## src/rtl/rr_sched_pkg.sv

```systemverilog
// Shared types and constants for the round-robin grant scheduler.
//   state_e : scheduler phase (IDLE / BUSY / GAP)
//   NUM_REQ : number of requesters
//   ID_W    : width of a requester index
package rr_sched_pkg;

   localparam int NUM_REQ = 8;
   localparam int ID_W    = 3;

   typedef enum logic [1:0] {
      IDLE = 2'd0,
      BUSY = 2'd1,
      GAP  = 2'd2
   } state_e;

endpackage

```

## src/rtl/rr_grant_sched8_if.sv

```systemverilog
// Request/grant bus between requesters and the scheduler.
//   req_i         : request lines, bit i = requester i
//   release_i     : owner gives up the resource
//   grant_o       : one-hot grant, zero when no owner
//   grant_valid_o : high when grant_o is non-zero
//   grant_id_o    : index of current or last owner
//   timeout_o     : one-cycle pulse on a forced release
// slave = scheduler side, master = requester side.
interface rr_grant_sched8_if;
   import rr_sched_pkg::*;

   logic [NUM_REQ-1:0] req_i;
   logic               release_i;
   logic [NUM_REQ-1:0] grant_o;
   logic               grant_valid_o;
   logic [ID_W-1:0]    grant_id_o;
   logic               timeout_o;

   modport slave (
      input  req_i, release_i,
      output grant_o, grant_valid_o, grant_id_o, timeout_o
   );

   modport master (
      output req_i, release_i,
      input  grant_o, grant_valid_o, grant_id_o, timeout_o
   );
endinterface

```

## src/rtl/decoder_3to8.sv

```systemverilog
// 3-to-8 one-hot decoder.
//   in0..in2 : select, in0 is the MSB
//   enable   : high = decode, low = all outputs high
//   y        : decoded output
module decoder_3to8 (
   input  logic       in0,
   input  logic       in1,
   input  logic       in2,
   input  logic       enable,
   output logic [7:0] y
);
   logic [2:0] sel;

   assign sel = {in0, in1, in2};

   always_comb begin
      y = 8'hFF;
      if (enable) y = 8'h01 << sel;
   end
endmodule

```

## src/rtl/rr_grant_sched8.sv

```systemverilog
// Round-robin scheduler sharing one resource among eight requesters.
// Arbitrates in IDLE/GAP, holds the grant in BUSY until release, dropped
// request or hold timeout, then inserts one dead GAP cycle.
//   clk, reset : clock and synchronous active-high reset
//   bus        : request/grant bus (slave side)
// Parameters:
//   MAX_HOLD : max consecutive grant cycles per owner, 0 = no timeout
//   CNT_W    : hold counter width, 2**CNT_W > MAX_HOLD
module rr_grant_sched8
   import rr_sched_pkg::*;
#(
   parameter int MAX_HOLD = 15,
   parameter int CNT_W    = 4
) (
   input logic            clk,
   input logic            reset,
   rr_grant_sched8_if.slave bus
);

   localparam bit               TO_EN     = (MAX_HOLD != 0);
   localparam logic [CNT_W-1:0] HOLD_LAST = CNT_W'(TO_EN ? MAX_HOLD - 1 : 0);

   state_e             state_q,    state_d;
   logic [ID_W-1:0]    grant_id_q, grant_id_d;
   logic [ID_W-1:0]    last_id_q,  last_id_d;
   logic [CNT_W-1:0]   cnt_q,      cnt_d;
   logic               timeout_q,  timeout_d;
   logic               grant_valid;
   logic [NUM_REQ-1:0] dec_y;
   logic [ID_W-1:0]    winner;

   // First set bit searching upward from last+1 with wrap. Scanning the
   // offsets from farthest to nearest lets the nearest hit overwrite; offset
   // NUM_REQ wraps back onto last itself, so the previous owner ranks last.
   function automatic logic [ID_W-1:0] rr_pick(input logic [NUM_REQ-1:0] r,
                                                input logic [ID_W-1:0]    last);
      logic [ID_W-1:0] idx;
      rr_pick = last;
      for (int k = NUM_REQ; k >= 1; k--) begin
         idx = last + ID_W'(k);
         if (r[idx]) rr_pick = idx;
      end
   endfunction

   assign winner = rr_pick(bus.req_i, last_id_q);

   always_comb begin
      state_d    = state_q;
      grant_id_d = grant_id_q;
      last_id_d  = last_id_q;
      cnt_d      = cnt_q;
      timeout_d  = 1'b0;
      unique case (state_q)
         IDLE, GAP: begin
            if (|bus.req_i) begin
               state_d    = BUSY;
               grant_id_d = winner;
               last_id_d  = winner;
               cnt_d      = '0;
            end else begin
               state_d = IDLE;
            end
         end
         BUSY: begin
            cnt_d = (cnt_q == '1) ? cnt_q : cnt_q + 1'b1;
            // Voluntary or implicit release wins over timeout; timeout only
            // pulses when it is the sole reason for leaving BUSY.
            if (bus.release_i || !bus.req_i[grant_id_q]) begin
               state_d = GAP;
            end else if (TO_EN && cnt_q == HOLD_LAST) begin
               state_d   = GAP;
               timeout_d = 1'b1;
            end
         end
         default: state_d = IDLE;
      endcase
   end

   always_ff @(posedge clk) begin
      if (reset) begin
         state_q    <= IDLE;
         grant_id_q <= '0;
         last_id_q  <= ID_W'(NUM_REQ - 1);
         cnt_q      <= '0;
         timeout_q  <= 1'b0;
      end else begin
         state_q    <= state_d;
         grant_id_q <= grant_id_d;
         last_id_q  <= last_id_d;
         cnt_q      <= cnt_d;
         timeout_q  <= timeout_d;
      end
   end

   assign grant_valid = (state_q == BUSY);

   decoder_3to8 u_dec (
      .in0    (grant_id_q[2]),
      .in1    (grant_id_q[1]),
      .in2    (grant_id_q[0]),
      .enable (grant_valid),
      .y      (dec_y)
   );

   // Disabled decoder drives all ones, so the mask is required.
   assign bus.grant_o       = grant_valid ? dec_y : '0;
   assign bus.grant_valid_o = grant_valid;
   assign bus.grant_id_o    = grant_id_q;
   assign bus.timeout_o     = timeout_q;

endmodule

```

## src/flat_wrapper.sv

```systemverilog
// flat-port wrapper written by rule: the top's interface ports become plain ports
module rr_grant_sched8_flat import rr_sched_pkg::*;
#(
   parameter int MAX_HOLD = 15,
   parameter int CNT_W    = 4
)
  (clk, reset, bus_req_i, bus_release_i, bus_grant_o, bus_grant_valid_o, bus_grant_id_o, bus_timeout_o);
  rr_grant_sched8_if bus_i ();
  input logic clk;
  input logic reset;
  input wire logic [$bits(bus_i.req_i)-1:0] bus_req_i;
  input wire logic [$bits(bus_i.release_i)-1:0] bus_release_i;
  output wire logic [$bits(bus_i.grant_o)-1:0] bus_grant_o;
  output wire logic [$bits(bus_i.grant_valid_o)-1:0] bus_grant_valid_o;
  output wire logic [$bits(bus_i.grant_id_o)-1:0] bus_grant_id_o;
  output wire logic [$bits(bus_i.timeout_o)-1:0] bus_timeout_o;
  assign bus_i.req_i = bus_req_i;
  assign bus_i.release_i = bus_release_i;
  assign bus_grant_o = bus_i.grant_o;
  assign bus_grant_valid_o = bus_i.grant_valid_o;
  assign bus_grant_id_o = bus_i.grant_id_o;
  assign bus_timeout_o = bus_i.timeout_o;
  rr_grant_sched8 #(.MAX_HOLD(MAX_HOLD), .CNT_W(CNT_W)) u_core (.clk(clk), .reset(reset), .bus(bus_i));
endmodule
```

## config.mk

```make
export PLATFORM = sky130hd
export DESIGN_NAME = rr_grant_sched8_flat
export DESIGN_NICKNAME = d
export VERILOG_FILES = /design/src/rtl/rr_sched_pkg.sv /design/src/rtl/rr_grant_sched8_if.sv /design/src/rtl/decoder_3to8.sv /design/src/rtl/rr_grant_sched8.sv /design/src/flat_wrapper.sv
export SDC_FILE = /design/constraint.sdc
export NUM_CORES = 1
export LEC_CHECK = 0
export ABC_AREA = 1
export ABC_CLOCK_PERIOD_IN_PS = 4510
export CAP_MARGIN = 30
export CORE_MARGIN = 1.5
export CORE_UTILIZATION = 40
export CTS_CLUSTER_DIAMETER = 150
export CTS_CLUSTER_SIZE = 24
export DETAILED_ROUTE_END_ITERATION = 12
export HOLD_SLACK_MARGIN = 0.12
export PLACE_DENSITY = 0.71
export SYNTH_ARGS = -nofsm -noshare
export SYNTH_HDL_FRONTEND = slang
export SYNTH_SLANG_ARGS = --single-unit
```

## constraint.sdc

```tcl
create_clock -name clk -period 4.51 [get_ports clk]
set_clock_uncertainty 0.15 [all_clocks]
set_input_delay 0.902 -clock clk [delete_from_list [all_inputs] [get_ports clk]]
set_output_delay 0.902 -clock clk [all_outputs]
set_load 0.02 [all_outputs]
```

# --- After elaboration in Yosys (flattened, before gate mapping) ---
# Index checks and enable logic that the tools add are counted.
word_totals:
  register_bits: 13
  inputBits: 11
  output_inout_bits: 13
op_classes:
  n_addsub: 8
  n_lt_le_gt_ge: 8
  n_eq_ne: 7
  shift: 1
  muxes: 32
  n_bitwise: 1
  reduce_logical: 9
op_table:
  columns: ["operator", "n"]
  rows:
  - ["$lt A3 B4 Y1 const B", 8]
  - ["$bmux W1 S3", 8]
  - ["$mux W3", 7]
  - ["$add A3 B3 Y3 const B", 4]
  - ["$mux W1", 10]
  - ["$eq A4 B4 Y1 const B", 2]
  - ["$mux W4", 2]
  - ["$mux W8", 1]
  - ["$pmux W4 S2", 1]
  - ["$reduce_or A8 Y1", 1]
  - ["$shl A1 B3 Y8 const A", 1]
  - ["$add A3 B2 Y3 const B", 2]
  - ["$add A4 B1 Y4 const B", 1]
  - ["$mux W2", 2]
  - ["$pmux W2 S2", 1]
  - ["$add A3 B1 Y3 const B", 1]
  - ["$ne A3 B3 Y1 const B", 1]
  - ["$reduce_and A3 Y1", 1]
  - ["$reduce_or A3 Y1", 1]
  - ["$eq A2 B1 Y1 const B", 1]
  - ["$eq A2 B2 Y1 const B", 1]
  - ["$logic_not A2 Y1", 1]
  - ["$ne A2 B1 Y1 const B", 1]
  - ["$ne A2 B2 Y1 const B", 1]
  - ["other kinds (6)", 6]

# --- Logic depth before layout (Yosys ltp) ---
logic_depth:
  word_depth: 10
  depth_mapped: 19

# --- Cells and area by module ---
# A second synthesis with hierarchy kept.
hier_totals:
  hier_cells: 236
  hier_area_um2: 1415.1
by_module_without_submodules:
  columns: ["module", "n_inst", "cells_per_inst", "area_each_um2"]
  rows:
  - ["rr_grant_sched8", 1, 217, 1336.3]
  - ["decoder_3to8", 1, 19, 78.8]

# --- Least setup slack after synthesis ---
# OpenSTA, ideal clock, no wires.
synth_path:
  path_kind: "register -> output"
  from: "register u_core.state_q[0]"
  to: "output port bus_grant_o[0]"
  arrival_ns: 1.527
  slack_ns: 1.931
  stages_incl_launch_ff: 6
  cell_sequence: "dfxtp_1 inv_1 nor2_1 inv_1 or2_2 nor2_1"
synth_via:
  elab_chain_len: 2
synth_rtl:
  columns: ["element", "line_no", "source"]
  rows:
  - ["start, declared", "rr_grant_sched8.sv:23", "state_e state_q, state_d;"]
  - ["start signal, assigned", "rr_grant_sched8.sv:87", "state_q <= state_d;"]
  - ["$eq A2 B1 Y1", "rr_grant_sched8.sv:95", "assign grant_valid = (state_q == BUSY);"]
  - ["via bus_grant_valid_o", "flat_wrapper.sv:14", "output wire logic [$bits(bus_i.grant_valid_o)-1:0] bus_grant_valid_o;"]
  - ["$mux W8", "rr_grant_sched8.sv:106", "assign bus.grant_o = grant_valid ? dec_y : '0;"]
  - ["end, declared", "flat_wrapper.sv:13", "output wire logic [$bits(bus_i.grant_o)-1:0] bus_grant_o;"]
# The timed path passes the listed nets, and every way through them passes these cells.

# --- Final worst setup path ---
layout_path:
  from: "register u_core.state_q[0]"
  to: "output port bus_grant_o[1]"
layout_via:
  elab_chain_len: 2
layout_rtl:
  columns: ["element", "line_no"]
  rows:
  - ["$eq A2 B1 Y1", "rr_grant_sched8.sv:95"]
  - ["$mux W8", "rr_grant_sched8.sv:106"]
# Every way passes these cells.

==> impl_results.md <==
* Final setup vio count at 0
* Placer Congestion at ~0.93
* Leakage power at between 0.7 and 0.8 nW
* Clock Path Buffers at 2
* DR pass1 iterations at 5
* Post-DP Area at 1510 µm²
* Hold buffers post-CTS at 0
* Setup crit end kind: primary output
* Area delta synth->final at 21.0%
* CTS Root Cell: clkbuf_4
* Clock-pin slew on the worst setup and hold paths at 0.08 ns
* Post-cts sizing count at 0
* GRT Residual Overflow at 0
* Std-Cell Rows at 20
* Status: complete, no violations
* Antenna Nets Post-Route at 0
* Worst skew pair latency at 0.28 ns
* Die ar. at ~3500 µm²
* WHS Path Cells at 2
* Most frequent cells in the layout: nand2_1, nand3_1, inv_1
* WL final at ~3100 µm
* Iteration-0 DRC Markers at 86
* Number of synthesized register bits at 13
* Buffers on Ports at 23
* Power per Cell Area at a little under 700 nW/µm²
* Worst-Margin Slew at between 0.4 and 0.5 ns
* Core Area at between 3000 and 4000 µm²
* Seq/Total Area, Yosys at 0.205
* Initial Utilization at 0.419
* Period utilization at 0.704
* Yosys cell types at 25
* Die height at slightly below 60 µm
* Die Width at around 60 µm
* Post-Synthesis Net Count at about 240
* Maxcap violations at 0
* Crit Path Category: flip-flop to primary output
* CP peak stage delay at slightly above 0.6 ns
* Post-Syn Area per Cell at between 5 and 6 µm²
* Crit path time final at roughly 3.2 ns
* Largest net degree at the start of global routing at 13
* Cell Area, Synth at approximately 1300 µm²
* Hold Violations, Final at 0
* CTS Sinks at 13
* Vias in the first global route at 1240
* Data required, critical path at between 3 and 4 ns
* WHS at around 0.37 ns
* Top delay family on crit path: buffers and inverters
* Vias at around 1400
* Design Area, Final at between 1500 and 2000 µm²
* Fmax at around 310 MHz
* GR Util All Layers at 0.193
* Rel. slew slack at 0.711
* Vias per cell at approximately 5.0
* RSZ-0062 raised after global routing: no
* Nets at around 260
* # IOs at 24
* Most common cell after layout, fill and taps aside: nand2_1
* Total Power at ~1.0 mW
* Post-CTS setup buffer count at 0
* Critical path's slowest cell: clkdlybuf4s50_1
* Critical path, cell by cell: inv_1 > nor2_1 > inv_1 > or2_2 > nor2_1 > clkdlybuf4s50_1
* Cells on worst reg2reg path at 15
* First-pass GRT wire length at 5250 µm
* CTS tree: built
* Max FO, Critical Path at 6
* # diodes at 0
* Setup_tns at 0 ns
* Layout cell share with drive strength beyond 1 at 0.111
* Initial antenna violation count at 0
* CP bufs+invs at 3
* Synthesized netlist cell count at between 200 and 250
* Yosys synthesis warning count at 0
* WP data arrival at 2.12 ns
* DR DRC count at 0
* Crit path depth at 6
* WL per Instance at 10.9 µm
* Maximum vdd drop at about 0.24 mV
* CP Launch Type: flip-flop
* Final slew viol count at 0
* Hold Crit Class: flip-flop to flip-flop
* Num CTS Buffers at 3
* DP HPWL at between 2000 and 3000 µm
* H-tree depth at 1
-- area by class of cell --
type	count	area [µm²]
repair buffers	23	230
well taps	44	55.1
flip-flops and latches	13	260
clock buffers	4	26.3
fillers	317	1490
inverters	33	126
multi-input cells	170	837
-- sequential cells by signal, summed over array words and instances (netlist names) --
| name | cells |
|---|---|
| u_core.state_q | 2 |
| u_core.bus.timeout_o | 1 |
| u_core.cnt_q | 4 |
| u_core.bus.grant_id_o | 3 |
| u_core.last_id_q | 3 |
-- where the power goes --
group	internal (mW)	total, mW	switching [mW]
logic	0.282	0.782	0.500
registers	0.140	0.187	0.0476
clock network	0.0344	0.0747	0.0402
-- layer usage --
| layer | vias up | global-route usage | part of all wire |
|---|---|---|---|
| li1 | 757 | - | - |
| met1 | 643 | 0.270 | 0.50 |
| met2 | 30 | 0.295 | 0.44 |
| met3 | 9 | 0.0153 | 0.032 |
| met4 | 0 | 0.0974 | 0.028 |
| met5 | - | 0 | 0 |
-- Yosys cell counts --
master / count / area [µm²]
xor2_1: 1 / 8.76
nand2_1: 67 / 251
nor2_1: 17 / 63.8
o21ai_2: 2 / 17.5
a31oi_1: 1 / 6.26
and3_1: 1 / 6.26
nand3_2: 4 / 40.0
a21oi_1: 13 / 65.1
o31ai_1: 1 / 7.51
inv_2: 6 / 22.5
inv_4: 1 / 6.26
ha_1: 4 / 50.1
nor4_1: 1 / 6.26
nand3_1: 37 / 185
inv_1: 26 / 97.6
nand4_1: 2 / 12.5
nor3_1: 2 / 10.0
or2_2: 2 / 12.5
o22ai_1: 3 / 18.8
dfxtp_1: 13 / 260
nand2_2: 9 / 56.3
o21ai_0: 2 / 10.0
buf_4: 3 / 22.5
xnor2_1: 1 / 8.76
buf_6: 2 / 22.5
-- per-stage QoR --
| step | std cells | util | worst slack [ns] |
|---|---|---|---|
| 6_report | 287 | 0.507 | 1.33 |
| 5_1_grt | 287 | 0.507 | 1.15 |
| 4_1_cts | 287 | 0.507 | 1.33 |
| 3_5_place_dp | 283 | 0.498 | 1.66 |
| 3_3_place_gp | 283 | 0.498 | 1.72 |
| 2_1_floorplan | 221 | - | 1.93 |
-- path summary, 6_finish.rpt --
kind,start,endpoint,slack [ns]
max,u_core.state_q[0],bus_grant_o[1],1.33
min,u_core.cnt_q[3],u_core.bus.timeout_o,0.37
max reg2reg,u_core.last_id_q[0],u_core.bus.grant_id_o[0],1.88
min reg2reg,u_core.cnt_q[3],u_core.bus.timeout_o,0.37
-- worst reg2reg max path: stages (launching register included) --
cell and delay (ns):
dfxtp_1 0.59, inv_2 0.18, ha_1 0.48, inv_1 0.19, nand3_1 0.17, nand3_1 0.13
nand2_2 0.12, inv_1 0.04, nand2_1 0.05, nand2_1 0.05, nand2_1 0.06, nand2_2 0.06
nand2_1 0.07, nand2_2 0.05, nand3_1 0.10, o21ai_2 0.05
-- cells by family after synthesis --
group / Yosys count / synth area share
buffers and inverters: 38 / 0.135
AO/OA/AOI/OAI: 22 / 0.0986
XOR/XNOR: 2 / 0.0138
AND/OR/NAND/NOR: 142 / 0.508
adder cells (fa/ha/maj): 4 / 0.0394
flip-flops: 13 / 0.205
Power figures use the tool's default switching activity.
==> RTL change 1: new RTL, config.mk and constraints unchanged <==
`CNT_W` is set to 4 in 2 places; all go to 5.
--- a/src/rtl/rr_grant_sched8.sv
+++ b/src/rtl/rr_grant_sched8.sv
@@ -10,7 +10,7 @@
    import rr_sched_pkg::*;
 #(
    parameter int MAX_HOLD = 15,
-   parameter int CNT_W    = 4
+   parameter int CNT_W    = 5
 ) (
    input logic            clk,
    input logic            reset,
--- a/src/flat_wrapper.sv
+++ b/src/flat_wrapper.sv
@@ -2,7 +2,7 @@
 module rr_grant_sched8_flat import rr_sched_pkg::*;
 #(
    parameter int MAX_HOLD = 15,
-   parameter int CNT_W    = 4
+   parameter int CNT_W    = 5
 )
   (clk, reset, bus_req_i, bus_release_i, bus_grant_o, bus_grant_valid_o, bus_grant_id_o, bus_timeout_o);
   rr_grant_sched8_if bus_i ();
Function: no difference found for any inputs over 10 cycles, from zero or initial values and one cycle with reset high; that may be too few to reach the edited logic, so the function may still have changed.
==> RTL change 1 against the original RTL <==
Via count shrank 1.8%. Sequential cell count grew 1. Wire length grew 0.83%. Final area grew 2.2%. Worst setup slack gained 100 ps. Synthesized area grew 2.7%. Utilization grew 0.27 points. Total power shrank 4.1%. Critical path type unchanged.
==> RTL change 1: results (changes against the original RTL) <==
- Met3 capacity usage during global routing: 1.52% (was 1.53%)
- Run status: completed (unchanged)
- Sequential fraction of the synthesis area: 21.5% (was 20.5%)
- Leading cell types by count after synthesis: 73 x nand2_1, 37 x inv_1, 34 x nand3_1, 21 x nor2_1, 14 x dfxtp_1 (was 67 x nand2_1, 37 x nand3_1, 26 x inv_1, 17 x nor2_1)
- Iteration count of the initial detailed-routing pass: 4 (was 5)
- Clock network power consumption: 67.5 uW (was 74.7 uW)
- First-pass GRT wire length: 5390 um (was 5250 um)
- Met1 layer usage reported by global route: 24.6% (was 27.0%)
- Synth Area in Adders: 4.80% (was 3.94%)
- HPWL reported at the end of detailed placement: 2600 um (was 2530 um)
- Average footprint of a synthesized cell: 5.66 um2 (was 5.74 um2)
- Share of final-layout standard cells stronger than drive strength 1: 5.20% (was 11.1%)
- Standby leakage power: 0.000785 uW (was 0.000767 uW)
- Final wirelength: 3160 um (was 3130 um)
- Post-placement cell count: 291 (was 283)
- Routability congestion estimate: 0.925 (was 0.928)
- # H-tree levels: 1 (unchanged)
- Clock power share: 6.7% (was 7.1%)
- Via count of the first global-routing pass: 1295 (was 1240)
- Cell types with the largest area share after synthesis: dfxtp_1 22%, nand2_1 21%, nand3_1 13% (was dfxtp_1 21%, nand2_1 20%, nand3_1 15%)
- Slew of the pin with the lowest slew margin: 561 ps (was 432 ps)
- Post-Synth XOR/XNOR Area: 2.02% (was 1.38%)
- Worst setup timing slack at the placement stage: 1660 ps (about the same)
- Buffer count from post-CTS setup fixing: 0 (unchanged)
- DRT iter0 DRCs: 57 (was 86)
- Total routing usage reported by global routing: 19.3% (about the same)
- Placed cell areas: 0.00155 mm2 (was 0.00151 mm2)
- Slowest stage delay, CP: 610 ps (about the same)
- Largest register FFs: 5 (was 4)
- Detail-routed net length per standard cell: 10.7 um (was 10.9 um)
- Complex-gate fraction of the synthesized area: 11.0% (was 9.86%)
- Met2 capacity usage during global routing: 34.2% (was 29.5%)
- Post-layout net count: 268 (was 259)
- Portion of total power attributed to sequential cells: 18.6% (was 17.9%)
- Worst IR drop on VDD: 0.000282 V (was 0.000243 V)
- Via density per instance: 4.81 (was 5.01)
- Origin of the worst min-delay path: u_core.cnt_q[4]$_SDFFE_PP0P_ (was u_core.cnt_q[3]$_SDFFE_PP0P_)
- Highest fanout seen on the critical path: 8 (was 6)
- Mux cell area share after synthesis: 0% (unchanged)
- Switching Power: 558 uW (was 588 uW)
- Synthesized net count: 246 (was 236)
- Critical path arrival: 2020 ps (was 2120 ps)
RTL change 1: worst max-delay path: cells and delay by family, from the launching register on:
| kind | cells | cell delay (ps) |
|---|---|---|
| DFF | 1 | 310 |
| buffers and inverters | 2 | 670 |
| and+or+nand+nor | 3 | 780 |
RTL change 1: worst paths after layout:
kind                                      end  slack [ps]  cells after the start
max                            bus_grant_o[5]        1440                      5
min              u_core.cnt_q[4]$_SDFFE_PP0P_         350                      2
max reg2reg  u_core.last_id_q[0]$_SDFFE_PP1P_        1870                     15
min reg2reg      u_core.cnt_q[4]$_SDFFE_PP0P_         350                      2
RTL change 1: cell type report:
class,count,area [um2]
Inverter,39,146
Fill cell,330,1510
Timing Repair Buffer,23,230
Multi-Input combinational cell,171,835
Tap cell,44,55.1
Clock buffer,3,22.5
Sequential cell,14,280
RTL change 1: routing by layer:
metal	wire length [um]	part of all wire [%]	vias up
li1	-	-	772
met1	1500	48	610
met2	1520	48	27
met3	114	3.6	4
met4	26	0.82	0
met5	0	0	-
==> RTL change 2: new RTL, same settings <==
Made on the original files. Encoding of `state_e`: now one-hot (3 bits for 3 states).
--- a/src/rtl/rr_sched_pkg.sv
+++ b/src/rtl/rr_sched_pkg.sv
@@ -7,10 +7,10 @@
    localparam int NUM_REQ = 8;
    localparam int ID_W    = 3;
 
-   typedef enum logic [1:0] {
-      IDLE = 2'd0,
-      BUSY = 2'd1,
-      GAP  = 2'd2
+   typedef enum logic [2:0] {
+      IDLE = 3'b001,
+      BUSY = 3'b010,
+      GAP  = 3'b100
    } state_e;
 
 endpackage
Check against the original RTL: no difference found for any inputs over 10 cycles, from zero or initial values and one cycle with reset high; not proved beyond that.
==> RTL change 2 against the original RTL <==
Final area increased by 0.33%. Sequential share of layout area increased by 1.2 points. Worst setup slack improved by 120 ps. Largest power group unchanged. Sequential cell count increased by 1. Wire length decreased by 4.3%. Synthesized area decreased by 0.59%. Total power increased by 3.8%. Critical endpoint is now bus_grant_o[5]. Utilization increased by 0.17 points. Via count decreased by 1.5%. Clock power increased by 21%. Critical path depth unchanged. Final cell count unchanged.
==> RTL change 2: results (changes against the original RTL) <==
- Synthesized net count: 237 (was 236)
- Critical path arrival: 2000 ps (was 2120 ps)
- Detail-routed net length per standard cell: 10.4 um (was 10.9 um)
- Standby leakage power: 0.000756 uW (was 0.000767 uW)
- Via density per instance: 4.94 (was 5.01)
- Cells on worst reg2reg path: 16 (was 15)
- Via count of the first global-routing pass: 1166 (was 1240)
- Fraction of registers with async set/reset: 0% (unchanged)
- Cts bufs inserted: 3 (unchanged)
- Buffer count from post-CTS setup fixing: 0 (unchanged)
- Leading cell types by count after synthesis: 74 x nand2_1, 41 x nand3_1, 28 x inv_1, 20 x nor2_1, 14 x dfxtp_1 (was 67 x nand2_1, 37 x nand3_1, 26 x inv_1, 17 x nor2_1)
- Crit Reg-Reg Startpoint: u_core.last_id_q[1]$_SDFFE_PP1P_ (was u_core.last_id_q[0]$_SDFFE_PP1P_)
- Origin of the worst min-delay path: u_core.bus.grant_id_o[2]$_SDFFE_PP0P_ (was u_core.cnt_q[3]$_SDFFE_PP0P_)
- Worst reg2reg path endpoint: u_core.bus.grant_id_o[1]$_SDFFE_PP0P_ (was u_core.bus.grant_id_o[0]$_SDFFE_PP0P_)
- Share of final-layout standard cells stronger than drive strength 1: 4.94% (was 11.1%)
- # H-tree levels: 1 (unchanged)
- First-pass GRT wire length: 4890 um (was 5250 um)
- HPWL reported at the end of detailed placement: 2410 um (was 2530 um)
- Crit Path Category: flop to output pin (unchanged)
- Clock slew at the register clock pins of the worst setup and hold paths: 80 ps (about the same)
- Cell types with the largest area share after synthesis: dfxtp_1 22%, nand2_1 22%, nand3_1 16% (was dfxtp_1 21%, nand2_1 20%, nand3_1 15%)
- Pin count of the biggest net entering global routing: 13 (unchanged)
- Switching Power: 602 uW (was 588 uW)
- Worst IR drop on VDD: 0.000243 V (about the same)
- Register-to-Register Setup Slack: 1880 ps (about the same)
- Gates resized, CTS repair: 0 (unchanged)
- Total routing usage reported by global routing: 18.1% (was 19.3%)
- Maximum root-to-sink buffer count: 2 (unchanged)
- Most flop-heavy register: u_core.cnt_q (unchanged)
- Clock Latency Late Sink: 280 ps (about the same)
- Routability congestion estimate: 0.855 (was 0.928)
- Sequential fraction of the synthesis area: 22.2% (was 20.5%)
- Iteration count of the initial detailed-routing pass: 4 (was 5)
- Endpoint of the worst hold-timing path: u_core.bus.grant_id_o[2]$_SDFFE_PP0P_ (was u_core.bus.timeout_o$_SDFF_PP0_)
- Total of buffers placed on input and output ports: 23 (unchanged)
- Max transition margin: 70.2% (was 71.1%)
- Hold path depth: 2 (unchanged)
- Highest fanout seen on the critical path: 6 (unchanged)
- Class of the tightest hold or removal check: flop to flop (unchanged)
- Run status: completed (unchanged)
- DRT iter0 DRCs: 75 (was 86)
- Synthesis warning total: 0 (unchanged)
- Antenna violations before repair: 0 (unchanged)
- Largest register FFs: 4 (unchanged)
- Post-layout net count: 259 (unchanged)
RTL change 2: cells by family after synthesis:
family	Yosys count	share of synthesized area, %
DFF	14	22.2
buffers and inverters	36	12.3
adders and majority gates	4	3.97
xor gates and xnor gates	2	1.98
and+or+nand+nor	143	48.7
AOI/OAI and AO/OA	23	10.8
RTL change 2: metrics by stage:
step	hold slack (ps)	cell area (um2)	setup WS (ps)	total power, uW	cells
6_report	335	1540	1460	1080	287
5_1_grt	368	1540	1300	1220	287
4_1_cts	338	1540	1460	1090	287
3_5_place_dp	325	1500	1770	997	283
3_3_place_gp	327	1500	1790	996	283
2_1_floorplan	306	1260	2080	843	222
RTL change 2: final cells by class:
cell class	instances	area [um2]
clock buffers	4	36.3
fillers	326	1490
inverters	30	113
multi-input cells	172	826
flip-flops and latches	14	280
well taps	44	55.1
repair buffers	23	230
RTL change 2: metal layers:
layer / track usage, % / part of all wire (%) / wire length [um]
met1: 24.4 / 49 / 1480
met2: 29.2 / 44 / 1330
met3: 2.18 / 5.0 / 149
met4: 7.47 / 1.1 / 32
met5: 0 / 0 / 0
RTL change 2: how the worst max path moves through the flow:
stage                                   startpoint        endpoint  slack, ps
detailed placement  u_core.state_q[2]$_SDFFE_PP0P_  bus_grant_o[5]       1770
floorplan           u_core.state_q[2]$_SDFFE_PP0P_  bus_grant_o[0]       2080
CTS                 u_core.state_q[2]$_SDFFE_PP0P_  bus_grant_o[5]       1460
finish              u_core.state_q[2]$_SDFFE_PP0P_  bus_grant_o[5]       1460
global placement    u_core.state_q[2]$_SDFFE_PP0P_  bus_grant_o[1]       1790
global route        u_core.state_q[2]$_SDFFE_PP0P_  bus_grant_o[7]       1300
RTL change 2: worst max-delay path: stages (launching register included):
cell,delay (ps)
dfxtp_1,320
nor2_1,90
inv_1,70
nor2_1,330
nand2_1,190
nor2_1,120
clkdlybuf4s50_1,610
RTL change 2: power groups by stage:
stage          Clock, uW  Combinational [uW]  Sequential, uW
2_1_floorplan          0                 664             180
3_3_place_gp           0                 789             208
3_5_place_dp           0                 790             207
4_1_cts             93.3                 792             203
5_1_grt              101                 912             210
6_report            90.1                 790             203
